$ cat config.mk
export PLATFORM = sky130hd
export DESIGN_NAME = rx_line_assembler
export DESIGN_NICKNAME = d
export VERILOG_FILES = /design/src/rtl/rx_line_assembler.sv
export SDC_FILE = /design/constraint.sdc
export NUM_CORES = 1
export LEC_CHECK = 0
export ABC_AREA = 1
export BUFFER_PORTS_ARGS = -buffer_cell sky130_fd_sc_hd__buf_2
export CAP_MARGIN = 20
export CORE_MARGIN = 3
export CORE_UTILIZATION = 61
export CTS_CLUSTER_SIZE = 28
export DETAILED_ROUTE_END_ITERATION = 10
export GPL_ROUTABILITY_DRIVEN = 0
export PLACE_DENSITY = 0.87
export SYNTH_ARGS = -nofsm -noshare
export SYNTH_HDL_FRONTEND = slang
export SYNTH_SLANG_ARGS = --single-unit
$ cat constraint.sdc
create_clock -name clock -period 2.65 [get_ports clock]
set_clock_uncertainty 0.15 [all_clocks]
set_input_delay 0 -clock clock [delete_from_list [all_inputs] [get_ports clock]]
set_output_delay 0 -clock clock [all_outputs]
set_load 0.05 [all_outputs]
$ cat src/rtl/rx_line_assembler.sv
// rx_line_assembler
//   Receive-side line editor. Pops bytes from the uart_rx FIFO and echoes
//   accepted keystrokes to uart_tx. It builds one line of up to MAX_LEN 7-bit
//   characters, with backspace editing. On CR it presents the line to a
//   consumer and holds it until that consumer acknowledges it.
//
// Ports
//   clock, reset         : system clock (rising edge), async active-low reset
//   rx_data              : head byte of the uart_rx FIFO
//   rx_data_present      : uart_rx FIFO non-empty
//   read_from_uart       : one-cycle pop strobe to uart_rx
//   tx_full              : uart_tx buffer full, stalls the echo
//   echo_data/echo_write : echoed byte and its one-cycle write strobe
//   rd_address/rd_data   : registered random-access read of the line buffer
//   line_ready           : a complete line is held
//   line_length          : character count of the held line
//   line_ack             : consumer releases the held line
//   overflow             : sticky, a character was dropped on a full buffer
//
// MAX_LEN must be less than 2**ADDR_BITS so that a full count fits in the
// length field.
module rx_line_assembler #(
    parameter int ADDR_BITS = 5,
    parameter int MAX_LEN   = 21
) (
    input  logic                 clock,
    input  logic                 reset,
    input  logic [7:0]           rx_data,
    input  logic                 rx_data_present,
    output logic                 read_from_uart,
    input  logic                 tx_full,
    output logic [7:0]           echo_data,
    output logic                 echo_write,
    input  logic [ADDR_BITS-1:0] rd_address,
    output logic [6:0]           rd_data,
    output logic                 line_ready,
    output logic [ADDR_BITS-1:0] line_length,
    input  logic                 line_ack,
    output logic                 overflow
);

    localparam logic [1:0] S_IDLE     = 2'd0;
    localparam logic [1:0] S_CLASSIFY = 2'd1;
    localparam logic [1:0] S_ECHO     = 2'd2;
    localparam logic [1:0] S_HOLD     = 2'd3;

    localparam logic [ADDR_BITS-1:0] MAX_CNT = ADDR_BITS'(MAX_LEN);

    localparam logic [7:0] CH_CR  = 8'h0D;
    localparam logic [7:0] CH_BS  = 8'h08;
    localparam logic [7:0] CH_DEL = 8'h7F;
    localparam logic [7:0] CH_BEL = 8'h07;

    logic [1:0]           state;
    logic [7:0]           char_reg;
    logic [7:0]           echo_pending;
    logic                 echo_is_cr;
    logic [ADDR_BITS-1:0] count;
    logic [6:0]           buffer [0:MAX_LEN-1];

    logic is_cr;
    logic is_bs;
    logic is_printable;
    logic has_room;
    logic buf_we;

    assign is_cr        = (char_reg == CH_CR);
    assign is_bs        = (char_reg == CH_BS) || (char_reg == CH_DEL);
    assign is_printable = (char_reg >= 8'h20) && (char_reg <= 8'h7E);
    assign has_room     = (count < MAX_CNT);
    assign buf_we       = (state == S_CLASSIFY) && is_printable && has_room;

    // NOTE: sequential state uses non-blocking assignments only, so every
    // register samples the pre-edge values of its neighbours.
    always_ff @(posedge clock or negedge reset) begin
        if (!reset) begin
            state          <= S_IDLE;
            char_reg       <= '0;
            echo_pending   <= '0;
            echo_is_cr     <= 1'b0;
            count          <= '0;
            read_from_uart <= 1'b0;
            echo_write     <= 1'b0;
            echo_data      <= '0;
            line_ready     <= 1'b0;
            line_length    <= '0;
            overflow       <= 1'b0;
        end else begin
            // The strobes default low, so each one lasts exactly one cycle.
            read_from_uart <= 1'b0;
            echo_write     <= 1'b0;

            case (state)
                S_IDLE: begin
                    // The pop is asserted during CLASSIFY. The FIFO head then
                    // advances before we can be back in IDLE.
                    if (rx_data_present) begin
                        char_reg       <= rx_data;
                        read_from_uart <= 1'b1;
                        state          <= S_CLASSIFY;
                    end
                end

                S_CLASSIFY: begin
                    state      <= S_IDLE;
                    echo_is_cr <= 1'b0;
                    if (is_cr) begin
                        echo_pending <= CH_CR;
                        echo_is_cr   <= 1'b1;
                        state        <= S_ECHO;
                    end else if (is_bs) begin
                        if (count != '0) begin
                            count        <= count - 1'b1;
                            echo_pending <= CH_BS;
                            state        <= S_ECHO;
                        end
                    end else if (is_printable) begin
                        state <= S_ECHO;
                        if (has_room) begin
                            count        <= count + 1'b1;
                            echo_pending <= char_reg;
                        end else begin
                            overflow     <= 1'b1;
                            echo_pending <= CH_BEL;
                        end
                    end
                    // LF, other control codes and bytes >= 0x80 fall through
                    // to IDLE silently.
                end

                S_ECHO: begin
                    if (!tx_full) begin
                        echo_write <= 1'b1;
                        echo_data  <= echo_pending;
                        if (echo_is_cr) begin
                            line_ready  <= 1'b1;
                            line_length <= count;
                            state       <= S_HOLD;
                        end else begin
                            state <= S_IDLE;
                        end
                    end
                end

                S_HOLD: begin
                    // The FIFO is left untouched here, so keystrokes queue up
                    // in uart_rx until the consumer lets go of the line.
                    if (line_ack) begin
                        line_ready  <= 1'b0;
                        line_length <= '0;
                        count       <= '0;
                        overflow    <= 1'b0;
                        state       <= S_IDLE;
                    end
                end

                default: state <= S_IDLE;
            endcase
        end
    end

    // NOTE: the line buffer has no reset. Its contents are meaningless until
    // they are written, and leaving out the reset lets it map onto RAM.
    always_ff @(posedge clock) begin
        if (buf_we) begin
            buffer[count] <= char_reg[6:0];
        end
    end

    // Registered read port. A write to the same address in the same cycle
    // returns the old data. Addresses beyond the buffer read as zero.
    always_ff @(posedge clock or negedge reset) begin
        if (!reset) begin
            rd_data <= '0;
        end else if (rd_address < MAX_CNT) begin
            rd_data <= buffer[rd_address];
        end else begin
            rd_data <= '0;
        end
    end

endmodule

==> results of run 1 <==
[worst max-delay path, cell delays in order, from the launching register on]
cell and delay (ns):
dfrtp_1 0.44, nor2_1 0.21, nand2_1 0.13, clkinvlp_4 0.20, nand2_1 0.10, dlygate4sd3_1 0.58
o21ai_0 0.10, dlygate4sd3_1 0.59
[cells by family (layout without fill, tap and decap cells)]
group                      Yosys count  in the layout  synth area share
and+or+nand+nor                    430            430             0.209
buffers and inverters              107            220            0.0508
AOI/OAI and AO/OA                  100            100            0.0618
xor gates and xnor gates             1              1           0.00105
adders and majority gates            4              4           0.00687
DFF                                195            195             0.670
[placed cells by master, fill, tap and decap left out, types with 4 or more instances in the layout]
cell and count:
a21oi_1 12, buf_2 41, buf_4 37, clkbuf_16 19, clkinv_2 5, dfrtp_1 48
dlygate4sd3_1 30, edfxtp_1 147, inv_1 72, inv_2 5, nand2_1 211, nand2_2 4
nand3_1 43, nand3_2 4, nor2_1 146, nor3_1 14, o21ai_0 74, o21ai_1 7
[layer usage]
metal | vias to the layer above | part of all wire | global-route usage
met3 | 107 | 0.095 | 0.0654
met2 | 476 | 0.48 | 0.458
met1 | 3084 | 0.37 | 0.369
met4 | 0 | 0.055 | 0.174
li1 | 2960 | - | -
met5 | - | 0 | 0
[power groups by stage]
stage          sequential (mW)  clock [mW]  combinational (mW)
5_1_grt                   4.15        2.55                2.68
4_1_cts                   4.09        2.40                2.34
2_1_floorplan             4.53           0               0.984
3_3_place_gp              4.14           0                2.10
3_5_place_dp              4.15           0                2.18
6_report                  4.12        2.44                2.50
[layout make-up]
class                           instances  area (µm²)  share of cell area
Tap cell                              176         220              0.0224
Clock inverter                          8        48.8             0.00496
Inverter                               78         297              0.0301
Sequential cell                       195        5620               0.570
Clock buffer                           24         505              0.0513
Timing Repair Buffer                  110         823              0.0836
Multi-Input combinational cell        535        2340               0.237
[worst max path at each step]
| stage | endpoint | cells past startpoint |
|---|---|---|
| floorplan | count[4] | 14 |
| global placement | buffer[8][6] | 9 |
| detailed placement | buffer[0][0] | 9 |
| CTS | char_reg[0] | 7 |
| global route | buffer[0][5] | 9 |
| finish | char_reg[7] | 7 |
[per-stage QoR]
stage	hold WS (ns)	area, µm²	setup slack [ns]	utilization	TNS [ns]
finish	0.0258	9850	0.0868	0.738	0
global route	0.0472	9850	-0.0647	0.738	-0.718
CTS	0.0109	9790	0.133	0.733	0
detailed placement	0.0703	8940	0.220	0.670	0
global placement	0.0638	8940	0.360	0.670	0
floorplan	-0.446	8380	0.342	-	0
[what timing repair did]
action / CTS / global route
gates resized for setup: 0 / 2
hold endpoints to repair: 78 / 22
setup endpoints to repair: 0 / 22
hold buffers: 29 / 1
buffers inserted: 0 / 3
==> results.yml, run 1 <==
floorplan:
  io_pins: 42
  die_h_um: 123
  die-area_um2: 15200
  placementRows: 42
  die-width_um: 123
  start_util: 0.627
  core_um2: 13300
critical_path:
  start_kind: "register"
  cp.required_ns: 2.87
  worstPathArrival_ns: 2.79
  reg2reg_slack_ns: 0.09
  rr_startpoint: "state[1]"
  cp-startpoint: "state[1]"
  critical_path_class: "register to register"
  crit_fanout: 13
  rr_worst_depth: 7
  rr_endpoint: "char_reg[7]"
  endpoint_kind: "register"
clocking:
  tritoncts: "done"
  htree_levels: 4
  clk_path_buf_depth: 2
  numCtsBuffers: 17
  cts.clk_slew.worst_paths_ns: 0.07
  cts_sinks: 195
  clock_latency_ns: 0.44
  clock-root-buffer: "clkbuf_16"
power_and_ir_drop:
  report.power.total_mw: 9.06
  switching_share: 0.344
  internal_power_mw: 5.94
  power_density_nw_per_um2: 920
  vdd_ir_drop_max_v: 0.000830
  combPwrFrac: 0.276
  p_seq_frac: 0.455
  power.net_switching_mw: 3.12
  clockPowerShare: 0.269
  p_leak_nw: 4.18
sta:
  finalMaxSlewViolations: 0
  rsz0062_at_grt: "yes"
  hold_viol: 0
  finalCriticalPeriod_ns: 2.56
  worstMarginPinSlew_ns: 0.622
  fin_crit_sh: 0.967
  relSlewSlack: 0.585
  fmax_mhz: 390
  setup_viol: 0
synthesis:
  syn_avg_cell_area_um2: 10.0
  synth_fp_nets: 859
  netlist-cell-type-count: 28
  synth-seq-cells: 195
  ys_seq_area_frac: 0.670
  synth-warning-count: 0
  synth_cells: 837
  synth.most_common_cell: "nand2_1"
  synthTopCellsByCount: "nand2_1, edfxtp_1, nor2_1"
  synth_edf_count: 147
  synth_top_area_frac: 0.527
  synthFlopType: "edfxtp_1"
  netlist_top_cells_area: "edfxtp_1, dfrtp_1, nand2_1"
  syn-cell-area_um2: 8380
  async_reset_ff_frac: 0.246
  yosysTopAreaCell: "edfxtp_1"
routing:
  wl_per_cell_um: 19.0
  routed_wirelength_mm: 21.4
  detail-route-antenna-nets: 0
  drt-initial-drc-count: 959
  drc: 0
  drt_first_pass_iters: 6
  num_vias: 6627
  via_per_inst: 5.89
finish:
  layout.nets: 959
  drive_gt1_frac: 0.135
  area_delta_synth_final_pct: 17.6
  num_antenna_cells: 0
  fin_cells: 1126
  largest_register_ffs: 147
  fillers: 816
  regMostFlops: "buffer"
global_routing:
  grt_pass1_wl_mm: 32.7
  grt_pass1_vias: 6334
  grt_overflow_total: 0
  grt_max_degree: 73
  antenna_found_initial: 0
  track_usage: 0.290
placement:
  port_buffers: 41
  dp_hpwl_mm: 12.5
  placedCellCount: 1060
status:
  outcome: "finished, final reports clean"
worst_hold_path:
  hold_start: "rd_address[3]"
  hold_depth: 5
  holdPathEnd: "rd_data[1]"
  hold_path.class: "input port to register"
run:
  cap_violations: 0
No activity file was read; power rests on OpenSTA's default activity.
==> run 2: changes to the inputs <==
--- a/config.mk
+++ b/config.mk
@@ -13,7 +13,7 @@
 export CTS_CLUSTER_SIZE = 28
 export DETAILED_ROUTE_END_ITERATION = 10
 export GPL_ROUTABILITY_DRIVEN = 0
-export PLACE_DENSITY = 0.87
+export PLACE_DENSITY = 0.9
 export SYNTH_ARGS = -nofsm -noshare
 export SYNTH_HDL_FRONTEND = slang
 export SYNTH_SLANG_ARGS = --single-unit
==> results.yml, run 2 (synthesis gave the netlist of run 1 again) <==
status:
  outcome: "finished, final reports clean"
routing:
  wl_per_cell_um: 19.4
  routed_wirelength_mm: 21.7
  drc: 0
  drt-initial-drc-count: 1089
  num_vias: 6664
  via_per_inst: 5.94
  drt_first_pass_iters: 6
  detail-route-antenna-nets: 0
finish:
  area_delta_synth_final_pct: 17.3
  layout_common_cells: "nand2_1, edfxtp_1, nor2_1, o21ai_0, inv_1"
  regMostFlops: "buffer"
  largest_register_ffs: 147
  final_util: 0.736
  drive_gt1_frac: 0.135
  postLayoutCellArea_um2: 9820
  final_common_cell: "nand2_1"
  num_antenna_cells: 0
  layout.nets: 955
floorplan:
  die_h_um: 123
  start_util: 0.627
  die-width_um: 123
  core_um2: 13300
  die-area_um2: 15200
  placementRows: 42
  io_pins: 42
critical_path:
  rr_startpoint: "state[1]"
  worstPathArrival_ns: 2.75
  endpoint_kind: "register"
  cp.required_ns: 2.81
  start_kind: "register"
  cp-startpoint: "state[1]"
  crit_fanout: 16
  critical_path_class: "register to register"
placement:
  port_buffers: 41
  place_area_um2: 8920
  dp_hpwl_mm: 12.6
clocking:
  cts_sinks: 195
  clock_latency_ns: 0.44
  cts.clk_slew.worst_paths_ns: 0.07
  htree_levels: 4
  tritoncts: "done"
  numCtsBuffers: 17
  clock-root-buffer: "clkbuf_16"
  clk_path_buf_depth: 2
power_and_ir_drop:
  p_leak_nw: 4.13
  report.power.total_mw: 8.99
  vdd_ir_drop_max_v: 0.000828
  power_density_nw_per_um2: 915
global_routing:
  grt_pass1_wl_mm: 33.6
  track_usage: 0.297
  antenna_found_initial: 0
  grt_overflow_total: 0
  grt_max_degree: 68
  grt_pass1_vias: 6522
worst_hold_path:
  hold_start: "rd_address[1]"
  hold_path.class: "input port to register"
sta:
  fmax_mhz: 386
  finalMaxSlewViolations: 0
  setup_viol: 0
  worstMarginPinSlew_ns: 0.580
  hold_viol: 0
  fin_crit_sh: 0.977
  finalCriticalPeriod_ns: 2.59
  relSlewSlack: 0.613
run:
  cap_violations: 0
## run 2: critical path, stage by stage (launching register included)
cell and delay [ns]:
dfrtp_1 0.45, nor2_1 0.11, nand2_1 0.13, clkinvlp_4 0.25, nand2_1 0.13, dlygate4sd3_1 0.56
o21ai_0 0.10, dlygate4sd3_1 0.59
## run 2: layout make-up
type / instances / area (µm²)
multi-input cells: 535 / 2340
clock inverters: 10 / 73.8
inverters: 78 / 297
fillers: 772 / 3530
repair buffers: 106 / 796
clock buffers: 22 / 474
well taps: 176 / 220
flip-flops and latches: 195 / 5620
## run 2: layer usage
layer / global-route usage / share of wire / up-vias
met5: 0 / 0 / -
met4: 0.138 / 0.046 / 0
met3: 0.0769 / 0.11 / 103
met2: 0.496 / 0.50 / 502
met1: 0.365 / 0.35 / 3112
li1: - / - / 2947
## run 2: worst paths after layout
kind / slack [ns] / end / cells after the start
max: 0.06 / char_reg[5] / 7
min: 0.15 / rd_data[0] / 5
max reg2reg: 0.06 / char_reg[5] / 7
min reg2reg: 0.34 / line_ready / 2
max in group asynchronous: 1.38 / count[1] / 4
min in group asynchronous: 0.45 / echo_data[1] / 3
## run 2: power breakdown
part | switching (mW) | internal (mW) | leakage (nW)
logic | 1.77 | 0.670 | 1.92
registers | 0.238 | 3.90 | 1.95
clock network | 1.13 | 1.28 | 0.256
total | 3.14 | 5.85 | 4.13
## run 2: metrics by stage
step / hold WS (ns) / instances / worst slack [ns] / TNS [ns]
floorplan: -0.446 / 837 / 0.342 / 0
global placement: 0.0618 / 1057 / 0.349 / 0
detailed placement: 0.0618 / 1057 / 0.182 / 0
CTS: 0.123 / 1119 / 0.139 / 0
global route: 0.235 / 1122 / -0.0426 / -0.472
finish: 0.154 / 1122 / 0.0599 / 0
## run 2: repair_timing
item | CTS | global route
setup endpoints to repair | 0 | 30
buffers inserted | 0 | 1
hold buffers | 30 | 1
gates resized for setup | 0 | 6
hold endpoints to repair | 76 | 18
